<file path="src/rtl/mplist_arb_pkg.sv">
// Shared types and helpers for the message-list memory read arbiter.
// rr_next is the reference round-robin search used by the picker.
package mplist_arb_pkg;

    typedef enum logic [1:0] {
        IDLE  = 2'd0,
        ISSUE = 2'd1,
        GRANT = 2'd2
    } arb_state_t;

    localparam int ARB_CNT_W   = 4;
    localparam int ARB_MAX_REQ = 16;

    // Search starts one past `last` and wraps at num_req; returns `last` when nothing is requesting.
    function automatic logic [ARB_CNT_W-1:0] rr_next(
        input logic [ARB_MAX_REQ-1:0] req,
        input logic [ARB_CNT_W-1:0]   last,
        input int                     num_req
    );
        logic [ARB_CNT_W-1:0] pick;
        logic                 found;
        int                   idx;
        pick  = last;
        found = 1'b0;
        for (int k = 1; k <= ARB_MAX_REQ; k++) begin
            idx = (int'(last) + k) % num_req;
            if (!found && (k <= num_req) && req[idx[ARB_CNT_W-1:0]]) begin
                pick  = idx[ARB_CNT_W-1:0];
                found = 1'b1;
            end
        end
        return pick;
    endfunction

endpackage

</file>
<file path="src/rtl/mplist_rr_picker.sv">
// Combinational rotate-priority encoder: finds the first active request after `last`.
module mplist_rr_picker
    import mplist_arb_pkg::*;
#(
    parameter int NUM_REQ = 4,
    parameter int ID_W    = $clog2(NUM_REQ)
)(
    input  logic [NUM_REQ-1:0] i_req,
    input  logic [ID_W-1:0]    i_last,
    output logic               o_any,
    output logic [ID_W-1:0]    o_winner
);

    logic [ARB_MAX_REQ-1:0] w_req_pad;
    logic [ARB_CNT_W-1:0]   w_pick;

    assign w_req_pad = ARB_MAX_REQ'(i_req);
    assign w_pick    = rr_next(w_req_pad, ARB_CNT_W'(i_last), NUM_REQ);
    assign o_any     = |i_req;
    assign o_winner  = ID_W'(w_pick);

endmodule

</file>
<file path="src/rtl/mplist_mem_rd_arb.sv">
// Round-robin read arbiter: one command at a time onto a valid/ready memory port,
// credit-limited in-flight tracking, and response routing back to the requester.
module mplist_mem_rd_arb
    import mplist_arb_pkg::*;
#(
    parameter int NUM_REQ         = 4,
    parameter int MAX_OUTSTANDING = 4,
    parameter int ID_W            = $clog2(NUM_REQ)
)(
    input  logic                 clk,
    input  logic                 reset,
    input  logic [NUM_REQ-1:0]   mem_rd_req,
    output logic [NUM_REQ-1:0]   mem_rd_gnt,
    output logic [NUM_REQ-1:0]   mem_rsp_vld,
    output logic                 mem_rd_valid,
    output logic [ID_W-1:0]      mem_rd_id,
    input  logic                 mem_rd_ready,
    input  logic                 rsp_valid,
    input  logic [ID_W-1:0]      rsp_id,
    output logic [ARB_CNT_W-1:0] outstanding,
    output logic                 err_underflow
);

    arb_state_t           r_state, w_state_next;
    logic                 r_valid, w_valid_next;
    logic [ID_W-1:0]      r_id, w_id_next;
    logic [ID_W-1:0]      r_last, w_last_next;
    logic [NUM_REQ-1:0]   r_gnt, w_gnt_next;
    logic [NUM_REQ-1:0]   r_rsp_vld, w_rsp_hit;
    logic [NUM_REQ-1:0]   w_req_masked;
    logic [ARB_CNT_W-1:0] r_outstanding;
    logic                 r_err;
    logic                 w_any;
    logic [ID_W-1:0]      w_winner;
    logic                 w_accept, w_rsp_ok, w_credit_ok;

    // A requester whose grant is on the wire may still show its old request.
    assign w_req_masked = mem_rd_req & ~r_gnt;

    mplist_rr_picker #(
        .NUM_REQ (NUM_REQ),
        .ID_W    (ID_W)
    ) u_picker (
        .i_req    (w_req_masked),
        .i_last   (r_last),
        .o_any    (w_any),
        .o_winner (w_winner)
    );

    assign w_accept    = r_valid && mem_rd_ready;
    assign w_credit_ok = r_outstanding < ARB_CNT_W'(MAX_OUTSTANDING);
    assign w_rsp_ok    = rsp_valid && (r_outstanding != '0);

    always_comb begin
        w_state_next = r_state;
        w_valid_next = r_valid;
        w_id_next    = r_id;
        w_last_next  = r_last;
        case (r_state)
            IDLE: begin
                if (w_any && w_credit_ok) begin
                    w_state_next = ISSUE;
                    w_valid_next = 1'b1;
                    w_id_next    = w_winner;
                    w_last_next  = w_winner;
                end
            end
            ISSUE: begin
                if (mem_rd_ready) begin
                    w_state_next = GRANT;
                    w_valid_next = 1'b0;
                end
            end
            GRANT:   w_state_next = IDLE;
            default: w_state_next = IDLE;
        endcase
    end

    // Out-of-range response ids match no lane and are silently dropped.
    genvar gi;
    generate
        for (gi = 0; gi < NUM_REQ; gi++) begin : g_lane
            assign w_gnt_next[gi] = w_accept && (r_id == ID_W'(gi));
            assign w_rsp_hit[gi]  = w_rsp_ok && (rsp_id == ID_W'(gi));
        end
    endgenerate

    always_ff @(posedge clk) begin
        if (reset) begin
            r_state       <= IDLE;
            r_valid       <= 1'b0;
            r_id          <= '0;
            r_last        <= ID_W'(NUM_REQ - 1);
            r_gnt         <= '0;
            r_rsp_vld     <= '0;
            r_outstanding <= '0;
            r_err         <= 1'b0;
        end else begin
            r_state   <= w_state_next;
            r_valid   <= w_valid_next;
            r_id      <= w_id_next;
            r_last    <= w_last_next;
            r_gnt     <= w_gnt_next;
            r_rsp_vld <= w_rsp_hit;
            if (rsp_valid && (r_outstanding == '0)) begin
                r_err <= 1'b1;
            end
            if (w_accept && !w_rsp_ok) begin
                r_outstanding <= r_outstanding + 1'b1;
            end else if (!w_accept && w_rsp_ok) begin
                r_outstanding <= r_outstanding - 1'b1;
            end
        end
    end

    assign mem_rd_gnt    = r_gnt;
    assign mem_rsp_vld   = r_rsp_vld;
    assign mem_rd_valid  = r_valid;
    assign mem_rd_id     = r_id;
    assign outstanding   = r_outstanding;
    assign err_underflow = r_err;

endmodule

</file>
<file path="config.mk">
export PLATFORM = sky130hd
export DESIGN_NAME = mplist_mem_rd_arb
export DESIGN_NICKNAME = d
export VERILOG_FILES = /design/src/rtl/mplist_arb_pkg.sv /design/src/rtl/mplist_rr_picker.sv /design/src/rtl/mplist_mem_rd_arb.sv
export SDC_FILE = /design/constraint.sdc
export NUM_CORES = 1
export LEC_CHECK = 0
export ABC_AREA = 1
export CORE_MARGIN = 2
export CORE_UTILIZATION = 25
export DETAILED_ROUTE_END_ITERATION = 7
export PLACE_DENSITY = 0.49
export REMOVE_ABC_BUFFERS = 1
export SYNTH_ARGS = -nofsm -noshare
export SYNTH_HDL_FRONTEND = slang
export SYNTH_SLANG_ARGS = --single-unit
</file>
<file path="constraint.sdc">
create_clock -name clk -period 3.29 [get_ports clk]
set_clock_uncertainty 0.1 [all_clocks]
set_input_delay 0.4935 -clock clk [delete_from_list [all_inputs] [get_ports clk]]
set_output_delay 0.4935 -clock clk [all_outputs]
set_load 0.01 [all_outputs]
</file>
; ---- Word level (Yosys, flattened, before mapping)
; Cells that the tools add are included.
[op_classes]
n_lt_le_gt_ge = 5
n_eq_ne = 9
n_addsub = 6
n_bitwise = 6
mux = 23
n_reduce_logical = 37
[op_table]
columns = cell, n
row1 = 4-bit by 5-bit less-than comparator with 1-bit output (second input constant), 4
row2 = 1-bit logical AND, 17
row3 = 1-bit binary-select mux with 3-bit select, 4
row4 = 2-bit 2-to-1 mux, 6
row5 = 1-bit 2-to-1 mux, 9
row6 = 2-bit == test (second input constant), 4
row7 = 4-bit 2-to-1 mux, 2
row8 = 2-bit OR reduction, 4
row9 = 2-bit by 1-bit == test with 1-bit output (second input constant), 3
row10 = 2-bit zero test, 3
row11 = 1-bit zero test, 5
row12 = 2-bit by 1-bit adder with 2-bit output (second input constant), 2
row13 = 2-bit adder (second input constant), 2
row14 = 4-bit by 1-bit adder with 4-bit output (second input constant), 1
row15 = 1-bit AND (first input constant), 4
row16 = 4-bit AND, 1
row17 = 4-bit zero test, 1
row18 = 4-bit by 3-bit less-than comparator with 1-bit output (second input constant), 1
row19 = 2-bit inequality test (second input constant), 2
row20 = 4-bit inverter, 1
row21 = 2-bit one-hot mux with 2 select lines, 1
row22 = 2-bit AND reduction, 2
row23 = 2-bit nonzero test, 2
row24 = 4-bit nonzero test, 1
row25 = other kinds (4), 4
[totals]
elab_cells = 94
input_bits = 10
output_inout_bits = 16
reg_bits = 20

; ---- Longest topological paths before layout
; Gate-level depths: netlist (run 1).
[logic_depth]
word_depth = 15
ltp_mapped = 13
depth_no_buf = 13

; ---- Hierarchy
; Synthesis (run 1) repeated with hierarchy kept, for this count alone.
[unflattened]
hier_cells = 148
hier_area_um2 = 1094.8
[modules_own_cells]
columns = mod, seq_area_each_um2, instances, area_per_inst_um2, cells_per_inst
row1 = mplist_mem_rd_arb, 400.4, 1, 840.8, 104
row2 = mplist_rr_picker, 0.0, 1, 254.0, 44

; ---- Worst setup path before layout (run 1)
; Ideal clock, no wire load.
[synth_timing]
path_kind = reg-to-reg
startpoint = reg r_outstanding[3], in the netlist outstanding[3]
endpoint = reg r_outstanding[3], in the netlist outstanding[3]
stages_incl_launch_ff = 12
arrival_ns = 1.950
t_required_ns = 3.119
slack_ns = 1.169
path_buffers = 0
setup_time_ns = 0.071
period_less_slack_ns = 2.121
path_cell_list = dfxtp_1 nor2_1 nand2_1 nand2_1 ha_1 inv_1 ha_1 and3_1 a211oi_1 xor2_1 nand2_1 a21oi_1
[synth_via]
elab_chain_cells = 5
elab_cells_between_ends = 10
cone_classes = add/sub: 2 / mux: 2 / reduce/logical: 6
[synth_lines]
columns = item, line_no
row1 = from (decl), mplist_mem_rd_arb.sv:31  ; logic [ARB_CNT_W-1:0] r_outstanding;
row2 = from (signal assigned), mplist_mem_rd_arb.sv:109  ; r_outstanding <= r_outstanding + 1'b1;
row3 = from (signal assigned), mplist_mem_rd_arb.sv:111  ; r_outstanding <= r_outstanding - 1'b1;
row4 = "parallel branches: the longest is 5 deep, another holds 4-bit by 1-bit subtractor with 4-bit output", -
; Parallel ways; which one is timed is not known. The select of a mux whose other input is x is not followed.
; A chain may end at the register's enable or synchronous reset.

; ---- Worst setup path in the final report (run 1)
[layout_timing]
startpoint = in mem_rd_ready
endpoint = reg r_outstanding[3], in the netlist outstanding[3]
[layout_via]
elab_chain_cells = 4
elab_cells_between_ends = 6
cone_classes = mux: 1 / reduce/logical: 5
[layout_lines]
columns = item, line_no
row1 = from (decl), mplist_mem_rd_arb.sv:17  ; input logic mem_rd_ready,
row2 = 1-bit logical AND (*), mplist_mem_rd_arb.sv:50  ; assign w_accept = r_valid && mem_rd_ready;
row3 = 1-bit zero test, mplist_mem_rd_arb.sv:110  ; end else if (!w_accept && w_rsp_ok) begin
row4 = 1-bit logical AND, mplist_mem_rd_arb.sv:110
row5 = 2-bit nonzero test (no source line), -
; Every way passes the cells marked *; elsewhere a longest branch is shown, timed or not.

==> results of run 1 <==
[per-layer routing]
layer / vias to the layer above / GRT usage [%] / wire length, µm
li1: 517 / - / -
met1: 436 / 14.3 / 1160
met2: 22 / 19.2 / 1050
met3: 2 / 2.92 / 136
met4: 0 / 4.41 / 14
met5: - / 0 / 0
[flip-flops by register name, indices dropped and copies added, names as in the netlist]
| register | count |
|---|---|
| mem_rd_gnt | 4 |
| mem_rsp_vld | 4 |
| outstanding | 4 |
| mem_rd_id | 2 |
| r_last | 2 |
| r_state | 2 |
| err_underflow | 1 |
| mem_rd_valid | 1 |
[area by class of cell]
cell class	count	share of cell area, %
Clock inverter	1	2.11
Multi-Input combinational cell	98	38.6
Inverter	22	6.17
Sequential cell	20	28.2
Tap cell	50	4.41
Timing Repair Buffer	25	17.6
Clock buffer	3	2.91
[cell usage in the layout (no fill, tap or decap), types with 3 or more instances in the layout]
master           Yosys  final
clkbuf_8             0      3
nor2_1              10     10
o21ai_0              3      3
nand2_2              6      6
dfxtp_1             20     20
ha_1                 3      3
nand2_1             28     28
inv_1               19     19
clkdlybuf4s50_1      0     25
xor2_1               4      4
nor4_1               6      6
a21oi_1              7      7
nand3_1             18     18
[how the worst max path moves through the flow]
stage / endpoint
2_1_floorplan: outstanding[3]
3_3_place_gp: outstanding[3]
3_5_place_dp: outstanding[3]
4_1_cts: outstanding[3]
5_1_grt: outstanding[3]
6_report: outstanding[3]
[logic make-up (layout without fill, tap and decap cells)]
| family | Yosys count | count (layout) |
|---|---|---|
| flip-flops | 20 | 20 |
| AO/OA/AOI/OAI | 14 | 14 |
| XOR/XNOR | 5 | 5 |
| AND/OR/NAND/NOR | 75 | 75 |
| adder cells (fa/ha/maj) | 4 | 4 |
| buffers and inverters | 25 | 51 |
[worst reg2reg max path, stage by stage, from the launching register on]
cell and delay [ns]:
dfxtp_1 0.36, nor2_1 0.25, nand2_1 0.08, nand2_1 0.16
ha_1 0.21, inv_1 0.09, ha_1 0.32, and3_1 0.19
a211oi_1 0.21, xor2_1 0.17, nand2_1 0.07, a21oi_1 0.11
[power by group through the flow]
| stage | Clock [mW] | Sequential (mW) | Combinational, mW |
|---|---|---|---|
| floorplan | 0 | 0.405 | 0.460 |
| global placement | 0 | 0.396 | 0.667 |
| detailed placement | 0 | 0.397 | 0.680 |
| CTS | 0.252 | 0.392 | 0.683 |
| global route | 0.264 | 0.404 | 0.792 |
| finish | 0.246 | 0.392 | 0.678 |
[stage by stage]
step                      setup WS (ns)  power, mW  cell area [µm²]  hold WS (ns)
after floorplan                    1.17      0.865             1040         0.368
after global placement            0.647       1.06             1350         0.346
after detailed placement          0.573       1.08             1350         0.343
after CTS                         0.847       1.33             1420         0.352
after global routing              0.556       1.46             1420         0.369
final                             0.852       1.32             1420         0.348
==> results.cfg, run 1 <==
[floorplanning]
dieArea_um2 = 4750
die_width_um = 69.0
die_h_um = 69.0
pin_count = 26
fp-row-count = 23
start_util_pct = 26.2
coreArea_um2 = 4030

[place]
port_buffers = 25
dp_hpwl_um = 1850
placed_cells = 215
gp_congestion = 0.730

[sta]
fin_crit_sh_pct = 74.1
final_hold_viol_count = 0
period_needed_ns = 2.44
slew_viol_final = 0
tightest_slew_ns = 0.648
max-slew-margin-rel_pct = 56.7
rsz0062_at_grt = no
setup_tns_ns = 0
max_freq_mhz = 410
setup_viol = 0

[clock_tree]
clk_latency_ns = 0.26
tritoncts = yes
postCtsSetupBuffers = 0
clk_pin_slew_ns = 0.08
cts_resized = 0
cts.sinks = 20
clockBufferDepth = 2
ctsHoldBuffers = 0
cts_root_buf = clkbuf_8
htree_levels = 1
cts_buffers = 3

[setup_path]
path_depth = 11
critPathTopFamily = buffers and inverters
critPathLaunch = mem_rd_ready
end_kind = register
critPathMaxFanout = 5
critPathLaunchType = input port
path_buf_inv = 3
r2r_start = outstanding[3]
crit_type = in2reg
timing.rr.end = outstanding[3]
reg2reg_slack_ns = 0.90
critical_path.cell_chain = clkdlybuf4s50_1, nand2_1, inv_1, ha_1, inv_1, ha_1, and3_1, a211oi_1, xor2_1, nand2_1, a21oi_1
cpPeakStageDelay_ns = 0.49
crit_path_top_delay_cell = clkdlybuf4s50_1
cp.arrival_ns = 2.53
crit_required_ns = 3.38
worstRegToRegCells = 11

[worst_hold_path]
whs_path_depth = 2
min_to = err_underflow
hold_class = reg2reg
hp-start = err_underflow

[yosys]
synth_common_cells = nand2_1 (28), dfxtp_1 (20), inv_1 (19)
synth.most_common_cell = nand2_1
synth_top_family_by_area = simple AND/OR/NAND/NOR gates
synth_mux_area_share_pct = 0
synth_cells = 143
synth_cell_types = 26
synth_area_leaders = dfxtp_1 (38%), nand2_1 (10%), nand3_1 (8.5%)
synth-compound-area-share_pct = 7.95
yosys.area_share.simple_pct = 34.4
synthFlopType = dfxtp_1
synth_top_area_share_pct = 38.0
yosys_warnings = 0
syn-mean-instance-area_um2 = 7.38
synth_largest_area_cell = dfxtp_1
postSynthRegisterBits = 20
syn-cell-area_um2 = 1050
async_reset_ff_share_pct = 0
synth_xor_area_share_pct = 4.15
synth_edf_count = 0
ys_seq_area_share_pct = 38.0
synthAdderAreaFrac_pct = 5.46

[finish]
nFillCells = 431
layout.nets = 184
regArea_um2 = 400
drive_above_1_share_pct = 10.7
syn2layout_area_growth_pct = 34.6
multiInputGateArea_um2 = 548
finish.utilization_pct = 35.2
fin_cells = 219
diodes = 0

[routing]
first_pass_iters = 4
viasPerCell = 4.46
routed_wl_um = 2370
routed-via-count = 977
drt_iter0_markers = 28
final_antenna_net_count = 0
drc = 0
wl_per_cell_um = 10.8

[power]
switchingPower_uw = 552
p_int_uw = 765
p_leak_nw = 0.626
clock_power_share_pct = 18.7
switching_share_pct = 41.9
ir_drop_v = 0.000468
p_seq_share_pct = 29.8
combinationalPowerShare_pct = 51.5
powerDensity_nw_per_um2 = 927

[global_route]
grt_pass1_vias = 946
antenna_found_initial = 0
gr-total-overflow = 0
global_route.usage.total_pct = 11.6
grt_max_degree = 18
grt_pass1_wl_um = 4090

[status]
status = complete, no violations

[flow_run]
cap_violations = 0
No activity file was read; power rests on OpenSTA's default activity.
==> run 2, diff against run 1 <==
- clock period: 3.29 -> 2.5 ns (I/O delays scaled with it)
==> run 2 against run 1 <==
Register-to-register slack worse by 0.58 ns. Sequential share of layout area is 0.58 points lower. Die area stayed put. First-iteration DRC count stayed put. Clock power is 28% higher. Count of clock-buffer cells in the layout stayed put. Final cell count is 1.8% higher. Worst setup slack worse by 0.64 ns. Highest routed layer unchanged.
==> results.cfg, run 2 (synthesis gave the netlist of run 1 again) <==
[status]
status = complete, no violations

[floorplanning]
start_util_pct = 26.2
die_h_um = 69.0
coreArea_um2 = 4030
dieArea_um2 = 4750
fp-row-count = 23
pin_count = 26
die_width_um = 69.0

[setup_path]
cp.arrival_ns = 2.37
critPathMaxFanout = 3
end_kind = register
crit_required_ns = 2.59
critPathLaunchType = input port
critPathLaunch = mem_rd_ready
crit_type = in2reg
r2r_start = outstanding[3]

[finish]
finish.utilization_pct = 36.0
layout.nets = 188
final_cell_mix = nand2_1 (28), clkdlybuf4s50_1 (25), dfxtp_1 (20), inv_1 (19), nand3_1 (18)
diodes = 0
nFillCells = 430
drive_above_1_share_pct = 12.7
final_common_cell = nand2_1
design_area_um2 = 1450
syn2layout_area_growth_pct = 37.5

[routing]
drc = 0
wl_per_cell_um = 10.4
routed_wl_um = 2320
final_antenna_net_count = 0
routed-via-count = 1002
drt_iter0_markers = 28
viasPerCell = 4.49
first_pass_iters = 4

[sta]
max-slew-margin-rel_pct = 70.5
rsz0062_at_grt = no
slew_viol_final = 0
worst_slack_ns = 0.215
setup_tns_ns = 0
tightest_slew_ns = 0.442
fin_crit_sh_pct = 91.4
setup_viol = 0
final_hold_viol_count = 0
period_needed_ns = 2.28
max_freq_mhz = 438

[clock_tree]
clockBufferDepth = 2
postCtsSetupBuffers = 0
cts.sinks = 20
cts_root_buf = clkbuf_8
tritoncts = yes
ctsHoldBuffers = 0
clk_latency_ns = 0.26
clk_pin_slew_ns = 0.08
htree_levels = 1
cts_buffers = 3
cts_resized = 0

[global_route]
grt_pass1_vias = 1011
gr-total-overflow = 0
antenna_found_initial = 0
grt_max_degree = 13
grt_pass1_wl_um = 4100
global_route.usage.total_pct = 11.2

[power]
powerDensity_nw_per_um2 = 1210
clock_power_share_pct = 18.0
ir_drop_v = 0.000666
p_leak_nw = 0.644
combinationalPowerShare_pct = 52.5
switching_share_pct = 41.0
switchingPower_uw = 722
p_seq_share_pct = 29.5
p_int_mw = 1.04

[place]
gp_congestion = 0.784
port_buffers = 25
dp_hpwl_um = 1890
pre_cts_ws_ns = -0.0810
dpl-instance-area_um2 = 1380

[flow_run]
cap_violations = 0

[worst_hold_path]
hp-start = err_underflow
hold_class = reg2reg
run 2: cell count changes in the layout (fill, tap and decap cells not counted):
| cell | delta |
|---|---|
| buf_4 | +4 |
run 2: layout make-up:
cell class	count	area [µm²]	area share, %
inverters	22	87.6	6.04
well taps	50	62.6	4.31
multi-input cells	98	548	37.8
flip-flops and latches	20	400	27.6
clock buffers	3	41.3	2.85
clock inverters	1	30.0	2.07
repair buffers	29	280	19.3
run 2: stage by stage:
stage	instances	hold WS, ns	power (mW)
after floorplan	140	0.337	1.14
after global placement	219	0.345	1.44
after detailed placement	219	0.349	1.46
after CTS	223	0.365	1.79
after global routing	223	0.387	1.95
final	223	0.357	1.76
run 2: path summary, 6_finish.rpt:
check / end / cells past startpoint / slack [ns]
worst min register to register: err_underflow / 2 / 0.36
worst max register to register: outstanding[3] / 11 / 0.32
worst min-delay path: err_underflow / 2 / 0.36
worst max-delay path: outstanding[3] / 11 / 0.22
run 2: power by group through the flow:
| stage | Sequential, mW | Combinational (mW) | Clock (mW) |
|---|---|---|---|
| after floorplan | 0.532 | 0.606 | 0 |
| after global placement | 0.524 | 0.914 | 0 |
| after detailed placement | 0.526 | 0.933 | 0 |
| after CTS | 0.519 | 0.939 | 0.329 |
| after global routing | 0.535 | 1.07 | 0.347 |
| final | 0.519 | 0.924 | 0.316 |
run 2: worst max-delay path, stage by stage:
cell and delay [ns]:
clkdlybuf4s50_1 0.49, nand2_1 0.08, inv_1 0.07, ha_1 0.18
inv_1 0.09, ha_1 0.32, and3_1 0.20, a211oi_1 0.22
xor2_1 0.18, nand2_1 0.06, a21oi_1 0.11
run 2: metal layers:
layer  up-vias  GRT usage (%)  wire (µm)
met5         -              0          0
met2        30           19.7       1090
met1       448           13.7       1100
li1        522              -          -
met4         0           2.94          8
met3         2           2.44        123
==> run 3, diff against run 2 <==
- CORE_MARGIN: 2 -> 3
- TNS_END_PERCENT: unset -> 50
==> run 3 against run 2 <==
Sequential cell count is the same. Critical path depth did not move. Final cell count decreased by 1.3%. Sequential power about the same. Sequential share of layout area is 0.14 points higher. Count of clock-buffer cells in the layout did not move. Global-route usage decreased by 0.53 points.
==> results.cfg, run 3 (synthesis gave the netlist of run 1 again) <==
[global_route]
antenna_found_initial = 0
global_route.usage.total_pct = 10.7
grt_max_degree = 13
gr-total-overflow = 0
grt_pass1_vias = 1014
grt_pass1_wl_um = 4310

[setup_path]
critPathTopFamily = buffers and inverters
crit_type = in2reg
cp.arrival_ns = 2.32
critical_path.cell_chain = clkdlybuf4s50_1, nand2_1, inv_1, ha_1, inv_1, ha_1, and3_1, a211oi_1, xor2_1, nand2_1, a21oi_1
critPathLaunchType = input port
end_kind = register
path_buf_inv = 3
critPathMaxFanout = 3
cpPeakStageDelay_ns = 0.49
crit_path_top_delay_cell = clkdlybuf4s50_1
crit_required_ns = 2.60

[clock_tree]
htree_levels = 1
tritoncts = yes
cts_root_buf = clkbuf_8
cts.sinks = 20
clk_pin_slew_ns = 0.08
ctsHoldBuffers = 0
clk_latency_ns = 0.26
cts_buffers = 3
clockBufferDepth = 2

[worst_hold_path]
hold_class = reg2reg

[sta]
rsz0062_at_grt = no
slew_viol_final = 0
tightest_slew_ns = 0.456
final_hold_viol_count = 0
setup_tns_ns = 0
fin_crit_sh_pct = 88.8
worst_slack_ns = 0.279
hold_slack_ns = 0.357
max-slew-margin-rel_pct = 69.6
max_freq_mhz = 450
period_needed_ns = 2.22
setup_viol = 0

[routing]
final_antenna_net_count = 0
drt_iter0_markers = 29
routed-via-count = 993
viasPerCell = 4.51
wl_per_cell_um = 11.2
drc = 0
first_pass_iters = 2
routed_wl_um = 2470

[power]
ir_drop_v = 0.000590
powerDensity_nw_per_um2 = 1210
p_leak_nw = 0.640
finalPower_mw = 1.75

[floorplanning]
pin_count = 26
die_h_um = 71.0
fp-row-count = 22
die_width_um = 71.0
start_util_pct = 27.4
dieArea_um2 = 5030
coreArea_um2 = 3850

[place]
port_buffers = 25
dpl-instance-area_um2 = 1370
gp_congestion = 0.789
pre_cts_ws_ns = -0.0162
placed_cells = 216
dp_hpwl_um = 1960

[finish]
syn2layout_area_growth_pct = 36.8
final_common_cell = nand2_1
diodes = 0
final_cell_mix = nand2_1 (28), clkdlybuf4s50_1 (25), dfxtp_1 (20), inv_1 (19), nand3_1 (18)
drive_above_1_share_pct = 12.8
layout.nets = 187
fin_cells = 220
design_area_um2 = 1440
finish.utilization_pct = 37.4

[status]
status = complete, no violations

[flow_run]
cap_violations = 0
-- run 3: final timing paths --
kind / startpoint / end / slack [ns] / depth (start not counted)
max: mem_rd_ready / outstanding[3] / 0.28 / 11
min: err_underflow / err_underflow / 0.36 / 2
max reg2reg: outstanding[3] / outstanding[3] / 0.33 / 11
min reg2reg: err_underflow / err_underflow / 0.36 / 2
-- run 3: worst reg2reg max path, delay by kind of cell (launching register included) --
| family | cells | cell delay [ns] |
|---|---|---|
| and+or+nand+nor | 5 | 0.58 |
| adders and majority gates | 2 | 0.48 |
| DFF | 1 | 0.36 |
| AOI/OAI and AO/OA | 2 | 0.33 |
| xor gates and xnor gates | 1 | 0.17 |
| buffers and inverters | 1 | 0.09 |
-- run 3: where the power goes --
part	switching (mW)	internal (mW)	leakage, nW	total (mW)
Clock	0.109	0.214	0.0357	0.323
Combinational	0.500	0.405	0.441	0.904
Sequential	0.116	0.406	0.164	0.522
Total	0.725	1.02	0.640	1.75
-- run 3: metal layers --
| layer | routed length, µm | up-vias | GRT usage (%) |
|---|---|---|---|
| met5 | 0 | - | 0 |
| met4 | 51 | 0 | 5.01 |
| met3 | 148 | 5 | 2.84 |
| met2 | 1120 | 25 | 18.3 |
| met1 | 1150 | 440 | 12.3 |
| li1 | - | 523 | - |
-- run 3: layout make-up --
type                       instances  area (µm²)
clock buffer                       3        41.3
clock inverter                     1        30.0
inverter                          22        87.6
timing repair buffer              28         273
sequential                        20         400
multi-input combinational         98         551
tap                               48        60.1
fill                             408        2410
-- run 3: repair_timing --
action,4_1_cts,5_1_grt
setup endpoints to repair,0,1
gates resized for setup,0,1
setup buffers,0,0
